==> config.mk <==
export PLATFORM = sky130hd
export DESIGN_NAME = byte_striping_flat
export DESIGN_NICKNAME = d
export VERILOG_FILES = /design/src/rtl/byte_striping_if.sv /design/src/rtl/byte_striping.sv /design/src/flat_wrapper.sv
export SDC_FILE = /design/constraint.sdc
export NUM_CORES = 1
export LEC_CHECK = 0
export CORE_MARGIN = 4
export CORE_UTILIZATION = 44
export CTS_CLUSTER_DIAMETER = 80
export DETAILED_ROUTE_END_ITERATION = 10
export PLACE_DENSITY_LB_ADDON = 0.12
export SLEW_MARGIN = 20
export SYNTH_ARGS = -nofsm -noshare
export SYNTH_HDL_FRONTEND = slang
export SYNTH_SLANG_ARGS = --single-unit
export TNS_END_PERCENT = 100
==> constraint.sdc <==
create_clock -name clk_2f -period 1.8 [get_ports clk_2f]
set_clock_uncertainty 0.15 [all_clocks]
set_input_delay 0.18 -clock clk_2f [delete_from_list [all_inputs] [get_ports clk_2f]]
set_output_delay 0.18 -clock clk_2f [all_outputs]
set_load 0.005 [all_outputs]
==> src/rtl/byte_striping_if.sv <==
// Word-stream input and two-lane striped output of the byte striping block.
// The master drives the word stream; the slave (the striper) drives the lanes.
interface byte_striping_if;
   logic [31:0] data_in;
   logic        valid_in;
   logic [31:0] lane_0;
   logic        valid_0;
   logic [31:0] lane_1;
   logic        valid_1;
   logic [7:0]  pair_count;

   modport master (
      output data_in, valid_in,
      input  lane_0, valid_0, lane_1, valid_1, pair_count
   );

   modport slave (
      input  data_in, valid_in,
      output lane_0, valid_0, lane_1, valid_1, pair_count
   );
endinterface

==> src/rtl/byte_striping.sv <==
// Pairs consecutive valid words onto lane_0/lane_1 for two clk_2f cycles each,
// flushing an unpaired trailing word onto lane_0 after FLUSH_TIMEOUT idle cycles.
module byte_striping #(
   parameter int unsigned FLUSH_TIMEOUT = 4
) (
   input logic             clk_2f,
   input logic             reset_L,
   byte_striping_if.slave  bus
);

   typedef enum logic {
      SEL_LANE0 = 1'b0,
      SEL_LANE1 = 1'b1
   } sel_t;

   // The flush fires on the edge where the idle count would reach FLUSH_TIMEOUT.
   localparam logic [3:0] IDLE_LAST = 4'(FLUSH_TIMEOUT - 1);

   sel_t        sel;
   logic [31:0] stage;
   logic [3:0]  idle_cnt;
   logic        hold;
   logic        pair_commit;
   logic        flush_commit;

   assign pair_commit  = (sel == SEL_LANE1) && bus.valid_in;
   assign flush_commit = (sel == SEL_LANE1) && !bus.valid_in && (idle_cnt == IDLE_LAST);

   // NOTE: every register here uses <= so all updates see the pre-edge values
   // of sel/stage/idle_cnt, exactly as the combinational commit terms do.
   always_ff @(posedge clk_2f or negedge reset_L) begin
      if (!reset_L) begin
         sel            <= SEL_LANE0;
         stage          <= '0;
         idle_cnt       <= '0;
         hold           <= 1'b0;
         bus.lane_0     <= '0;
         bus.lane_1     <= '0;
         bus.valid_0    <= 1'b0;
         bus.valid_1    <= 1'b0;
         bus.pair_count <= '0;
      end else begin
         if (sel == SEL_LANE0) begin
            if (bus.valid_in) begin
               stage    <= bus.data_in;
               sel      <= SEL_LANE1;
               idle_cnt <= '0;
            end
         end else if (pair_commit) begin
            bus.lane_0 <= stage;
            bus.lane_1 <= bus.data_in;
            sel        <= SEL_LANE0;
            idle_cnt   <= '0;
         end else if (flush_commit) begin
            bus.lane_0 <= stage;
            sel        <= SEL_LANE0;
            idle_cnt   <= '0;
         end else begin
            idle_cnt <= idle_cnt + 4'd1;
         end

         // A commit restarts the two-cycle valid window; otherwise it runs out.
         if (pair_commit || flush_commit) begin
            bus.valid_0    <= 1'b1;
            bus.valid_1    <= pair_commit;
            hold           <= 1'b1;
            bus.pair_count <= bus.pair_count + 8'd1;
         end else if (hold) begin
            hold <= 1'b0;
         end else begin
            bus.valid_0 <= 1'b0;
            bus.valid_1 <= 1'b0;
         end
      end
   end

endmodule

==> src/flat_wrapper.sv <==
// flat-port wrapper written by rule: the top's interface ports become plain ports
module byte_striping_flat 
#(
   parameter int unsigned FLUSH_TIMEOUT = 4
)
  (clk_2f, reset_L, bus_data_in, bus_valid_in, bus_lane_0, bus_valid_0, bus_lane_1, bus_valid_1, bus_pair_count);
  byte_striping_if bus_i ();
  input logic clk_2f;
  input logic reset_L;
  input wire logic [$bits(bus_i.data_in)-1:0] bus_data_in;
  input wire logic [$bits(bus_i.valid_in)-1:0] bus_valid_in;
  output wire logic [$bits(bus_i.lane_0)-1:0] bus_lane_0;
  output wire logic [$bits(bus_i.valid_0)-1:0] bus_valid_0;
  output wire logic [$bits(bus_i.lane_1)-1:0] bus_lane_1;
  output wire logic [$bits(bus_i.valid_1)-1:0] bus_valid_1;
  output wire logic [$bits(bus_i.pair_count)-1:0] bus_pair_count;
  assign bus_i.data_in = bus_data_in;
  assign bus_i.valid_in = bus_valid_in;
  assign bus_lane_0 = bus_i.lane_0;
  assign bus_valid_0 = bus_i.valid_0;
  assign bus_lane_1 = bus_i.lane_1;
  assign bus_valid_1 = bus_i.valid_1;
  assign bus_pair_count = bus_i.pair_count;
  byte_striping #(.FLUSH_TIMEOUT(FLUSH_TIMEOUT)) u_core (.clk_2f(clk_2f), .reset_L(reset_L), .bus(bus_i));
endmodule
Word-level counts from Yosys, hierarchy flattened:

Cells that the tools add are included.

* $add $sub $neg: 2
* equal/unequal tests: 2
* mux-type cells: 14
* bitwise operators: 1
* reductions and logical operators: 10

Operators with widths (count)
* two-way mux 32 bit: 2
* two-way mux 4 bit: 4
* adder 8 x 1 -> 8 bit (second input constant): 1
* two-way mux 1 bit: 8
* AND reduction 2 bit: 3
* adder 4 x 1 -> 4 bit (second input constant): 1
* == test 4 x 2 -> 1 bit (second input constant): 1
* nonzero test 2 bit: 2
* logical AND 1 bit: 3
* != test 2 bit (second input constant): 1
* logical NOT 1 bit: 1
* logical OR 1 bit: 1
* NOT 1 bit: 1

* register bits after elaboration: 112
* input port bits: 35
* output and inout bits: 74
* word-level logic and storage cells: 38

Logic depth before layout (Yosys ltp):

* depth after elaboration: 6
* depth in mapped cells: 7
* depth with buffers taken out: 6

Worst setup path before layout:

Ideal clock, no wire load.

* kind: register to register
* start point: reg u_core.idle_cnt[0]
* end point: reg u_core.bus.pair_count[6]
* setup time: 124 ps
* arrival time: 1453 ps
* required time: 1526 ps
* setup slack: 73 ps
* stages on the path, launching flop included: 6
* buffers on the path: 0
* clock period less this slack: 1727 ps
* path through: dfrtp_1 -> ha_1 -> nor3b_2 -> o21ai_2 -> or4_4 -> xnor2_2

* word-level cells in the longest chain between the ends: 3

Ends and longest elaborated chain
* start: declaration: RTL line byte_striping.sv:21 `logic [3:0] idle_cnt;`
* start signal: assignment: RTL line byte_striping.sv:59 `idle_cnt <= idle_cnt + 4'd1;`
* == test 4 x 2 -> 1 bit: RTL line byte_striping.sv:27 `assign flush_commit = (sel == SEL_LANE1) && !bus.valid_in && (idle_cnt == IDLE_LAST);`
* logical AND 1 bit: RTL line byte_striping.sv:27
* logical OR 1 bit: RTL line byte_striping.sv:63 `if (pair_commit || flush_commit) begin`
* end signal: assignment: RTL line byte_striping.sv:67 `bus.pair_count <= bus.pair_count + 8'd1;`
* end: declaration: RTL line byte_striping_if.sv:19 `output lane_0, valid_0, lane_1, valid_1, pair_count`

No other way between the ends.
A chain may end at the register's enable or synchronous reset.

Worst setup path in the final report:

* start point: reg u_core.idle_cnt[1]
* end point: reg u_core.bus.pair_count[6]

Same word-level chain as after synthesis.

==> run_results.csv <==
group,metric,value,unit
run_status,status,"finished clean",
layout,layout_commonest_cell,"dfrtp_1",
grt,grt_antenna_before_repair,0,
hold_path,hp-class,"in2async",
layout,final_cell_mix,"dfrtp_1, nand2_1, clkdlybuf4s50_1",
drt,drt_first_iter_violations,64,
yosys,async_flop_share,1.00,
critical_path,worstPathRequired,1.91,ns
placed_design,pre_cts_slack,-0.104,ns
critical_path,cpLargestDelayFamily,"simple AND/OR/NAND/NOR gates",
floorplanning,die_height,107,um
grt,grt_max_degree,113,
yosys,synthCells,334,
drt,finalWirelength,8.71,mm
grt,grt_pass1_wl,14.8,mm
yosys,synth_flop_cell,"dfrtp_1",
placed_design,dp.cells,571,
drt,first_pass_iters,4,
critical_path,crit_chain,"ha_2 > nor3b_4 > o21ai_4 > or4_4 > xnor2_2",
yosys,ys_warn_count,0,
drt,routed_via_density,4.73,
floorplanning,fp.coreArea,0.00937,mm^2
timing,fin_crit_sh,0.987,
critical_path,crit_fanout,3,
layout,layout-drive-gt1-share,0.234,
yosys,avgSynthCellArea,12.8,um^2
clock_network,clock_path_buffers,2,
yosys,synth-seq-cells,112,
drt,antenna_left,0,
floorplanning,dieArea,0.0114,mm^2
critical_path,reg2regPathDepth,5,
timing,relSlewSlack,0.620,
critical_path,cp_slowest_cell,"or4_4",
placed_design,place_congestion,0.706,
timing,fmax,0.563,GHz
flow_run,max-cap-violations,0,
clock_network,cts_tree,"yes",
critical_path,r2r-end,"u_core.bus.pair_count[6]",
critical_path,critPathCaptureType,"register",
yosys,synth_seq_area_share,0.655,
power,leakage,2.65,nW
drt,via_count,2791,
floorplanning,std_cell_rows,35,
yosys,synth_top_family_by_area,"multiplexers",
timing,finalHoldViolations,0,
yosys,synth-simple-area-share,0.122,
timing,final-setup-viol-count,0,
critical_path,critPathLaunchType,"register",
yosys,yosysUniqueCellTypes,27,
timing,fin_crit,1.78,ns
grt,grt_usage,0.162,
layout,area_growth,37.9,%
clock_network,clk_latency,0.36,ns
placed_design,port_buffers,108,
critical_path,crit_type,"reg2reg",
critical_path,path_buf_inv,0,
yosys,synthAdderAreaFrac,0.00584,
critical_path,cp.arrival,1.89,ns
floorplanning,initial_core_util,0.457,
critical_path,path_depth,5,
yosys,netlist_area,0.00428,mm^2
drt,detail_route.wl_per_cell,14.8,um
power,peakVddDrop,546,uV
yosys,synthesis.nets,371,
timing,worst_pin_slew,0.570,ns
layout,nNetsFinal,493,
drt,drc_errors,0,
critical_path,max_stage_delay,0.51,ns
floorplanning,die_w,107,um
timing,hold-worst-slack,0.288,ns
timing,rsz0062_at_grt,"true",
grt,grt_pass1_vias,2987,
floorplanning,io_pins,109,
layout,antenna_cells,0,
clock_network,clk_pin_slew,0.11,ns
layout,finalNonFillerCells,590,
yosys,synth_edf_count,0,
timing,drv_slew,0,
clock_network,numCtsBuffers,9,
layout,fin_util,0.630,
placed_design,dpl.hpwl,5.94,mm
clock_network,htree_levels,3,
grt,grt_remaining_overflow,0,
yosys,synth_compound_area_frac,0.00497,
clock_network,clock-sinks,112,
yosys,synthMuxAreaShare,0.173,
yosys,synth_xor_xnor_area_share,0.0181,
critical_path,r2r_start,"u_core.idle_cnt[1]",
clock_network,clockRootBuffer,"clkbuf_8",
timing,setup_slack,0.0236,ns
critical_path,reg2reg_slack,0.02,ns
power,cellPowerDensity,1290,mW/mm^2
-- per-layer routing --
metal	up-vias	routed length, um	track usage
met5	-	0	0
met1	1377	3960	0.224
li1	1336	-	-
met3	11	570	0.0397
met4	0	109	0.0521
met2	67	4070	0.253
-- sequential cells by signal, indices dropped and copies added (netlist names) --
name	count
u_core.bus.valid_1	1
u_core.bus.lane_0	32
u_core.bus.valid_0	1
u_core.bus.lane_1	32
u_core.stage	32
u_core.hold	1
u_core.sel	1
u_core.bus.pair_count	8
u_core.idle_cnt	4
-- synthesized netlist by cell type, types with 2 or more instances --
| cell | n | share of area |
|---|---|---|
| nand2_1 | 108 | 0.095 |
| xnor2_1 | 5 | 0.010 |
| nand4_1 | 3 | 0.0044 |
| xor2_1 | 2 | 0.0041 |
| ha_1 | 2 | 0.0058 |
| mux2_2 | 65 | 0.17 |
| nor2_1 | 3 | 0.0026 |
| inv_1 | 2 | 0.0018 |
| nand3_1 | 3 | 0.0035 |
| dfrtp_1 | 112 | 0.65 |
| buf_2 | 13 | 0.015 |
-- kinds of logic after synthesis --
family,after synthesis
and+or+nand+nor,124
DFF,112
muxes,66
buffers and inverters,19
xor gates and xnor gates,8
AOI/OAI and AO/OA,3
adders and majority gates,2
-- through the flow --
stage / instance area, um^2 / power [mW] / TNS [ns]
after floorplan: 4280 / 4.53 / 0
after global placement: 5650 / 6.03 / -1.57
after detailed placement: 5650 / 6.10 / -2.86
after CTS: 5890 / 7.70 / 0
after global routing: 5900 / 8.08 / -0.0671
final: 5900 / 7.59 / 0
-- where the power goes --
part | leakage [nW] | internal (mW) | switching (mW) | total, mW
Combinational | 1.20 | 1.56 | 0.818 | 2.38
Clock | 0.101 | 0.676 | 0.902 | 1.58
Sequential | 1.35 | 3.23 | 0.407 | 3.64
-- area by class of cell --
type / instances / area, um^2
clock buffers: 9 / 124
clock inverters: 7 / 87.6
fillers: 777 / 3470
inverters: 3 / 13.8
multi-input cells: 203 / 1410
flip-flops and latches: 112 / 2800
well taps: 129 / 161
repair buffers: 127 / 1300
-- worst register-to-register path, stage by stage (launching register included) --
cell	delay (ns)
dfrtp_1	0.36
ha_2	0.20
nor3b_4	0.24
o21ai_4	0.08
or4_4	0.51
xnor2_2	0.14
-- how the worst max path moves through the flow --
stage,slack (ns),start,endpoint
after floorplan,0.07,u_core.idle_cnt[0],u_core.bus.pair_count[6]
after global placement,-0.06,bus_valid_in,u_core.stage[14]
after detailed placement,-0.10,bus_valid_in,u_core.stage[11]
after CTS,0.008,u_core.idle_cnt[0],u_core.bus.pair_count[6]
after global routing,-0.05,u_core.idle_cnt[1],u_core.bus.pair_count[6]
final,0.02,u_core.idle_cnt[1],u_core.bus.pair_count[6]
-- what timing repair did --
action                                  4_1_cts  5_1_grt
pin swaps                                     0        2
setup buffers                                 1        1
resized for setup                             2        2
hold buffers                                  1        0
endpoints found under the setup margin        4       18
endpoints found under the hold margin       112        0
No activity file was read; power rests on OpenSTA's default activity.
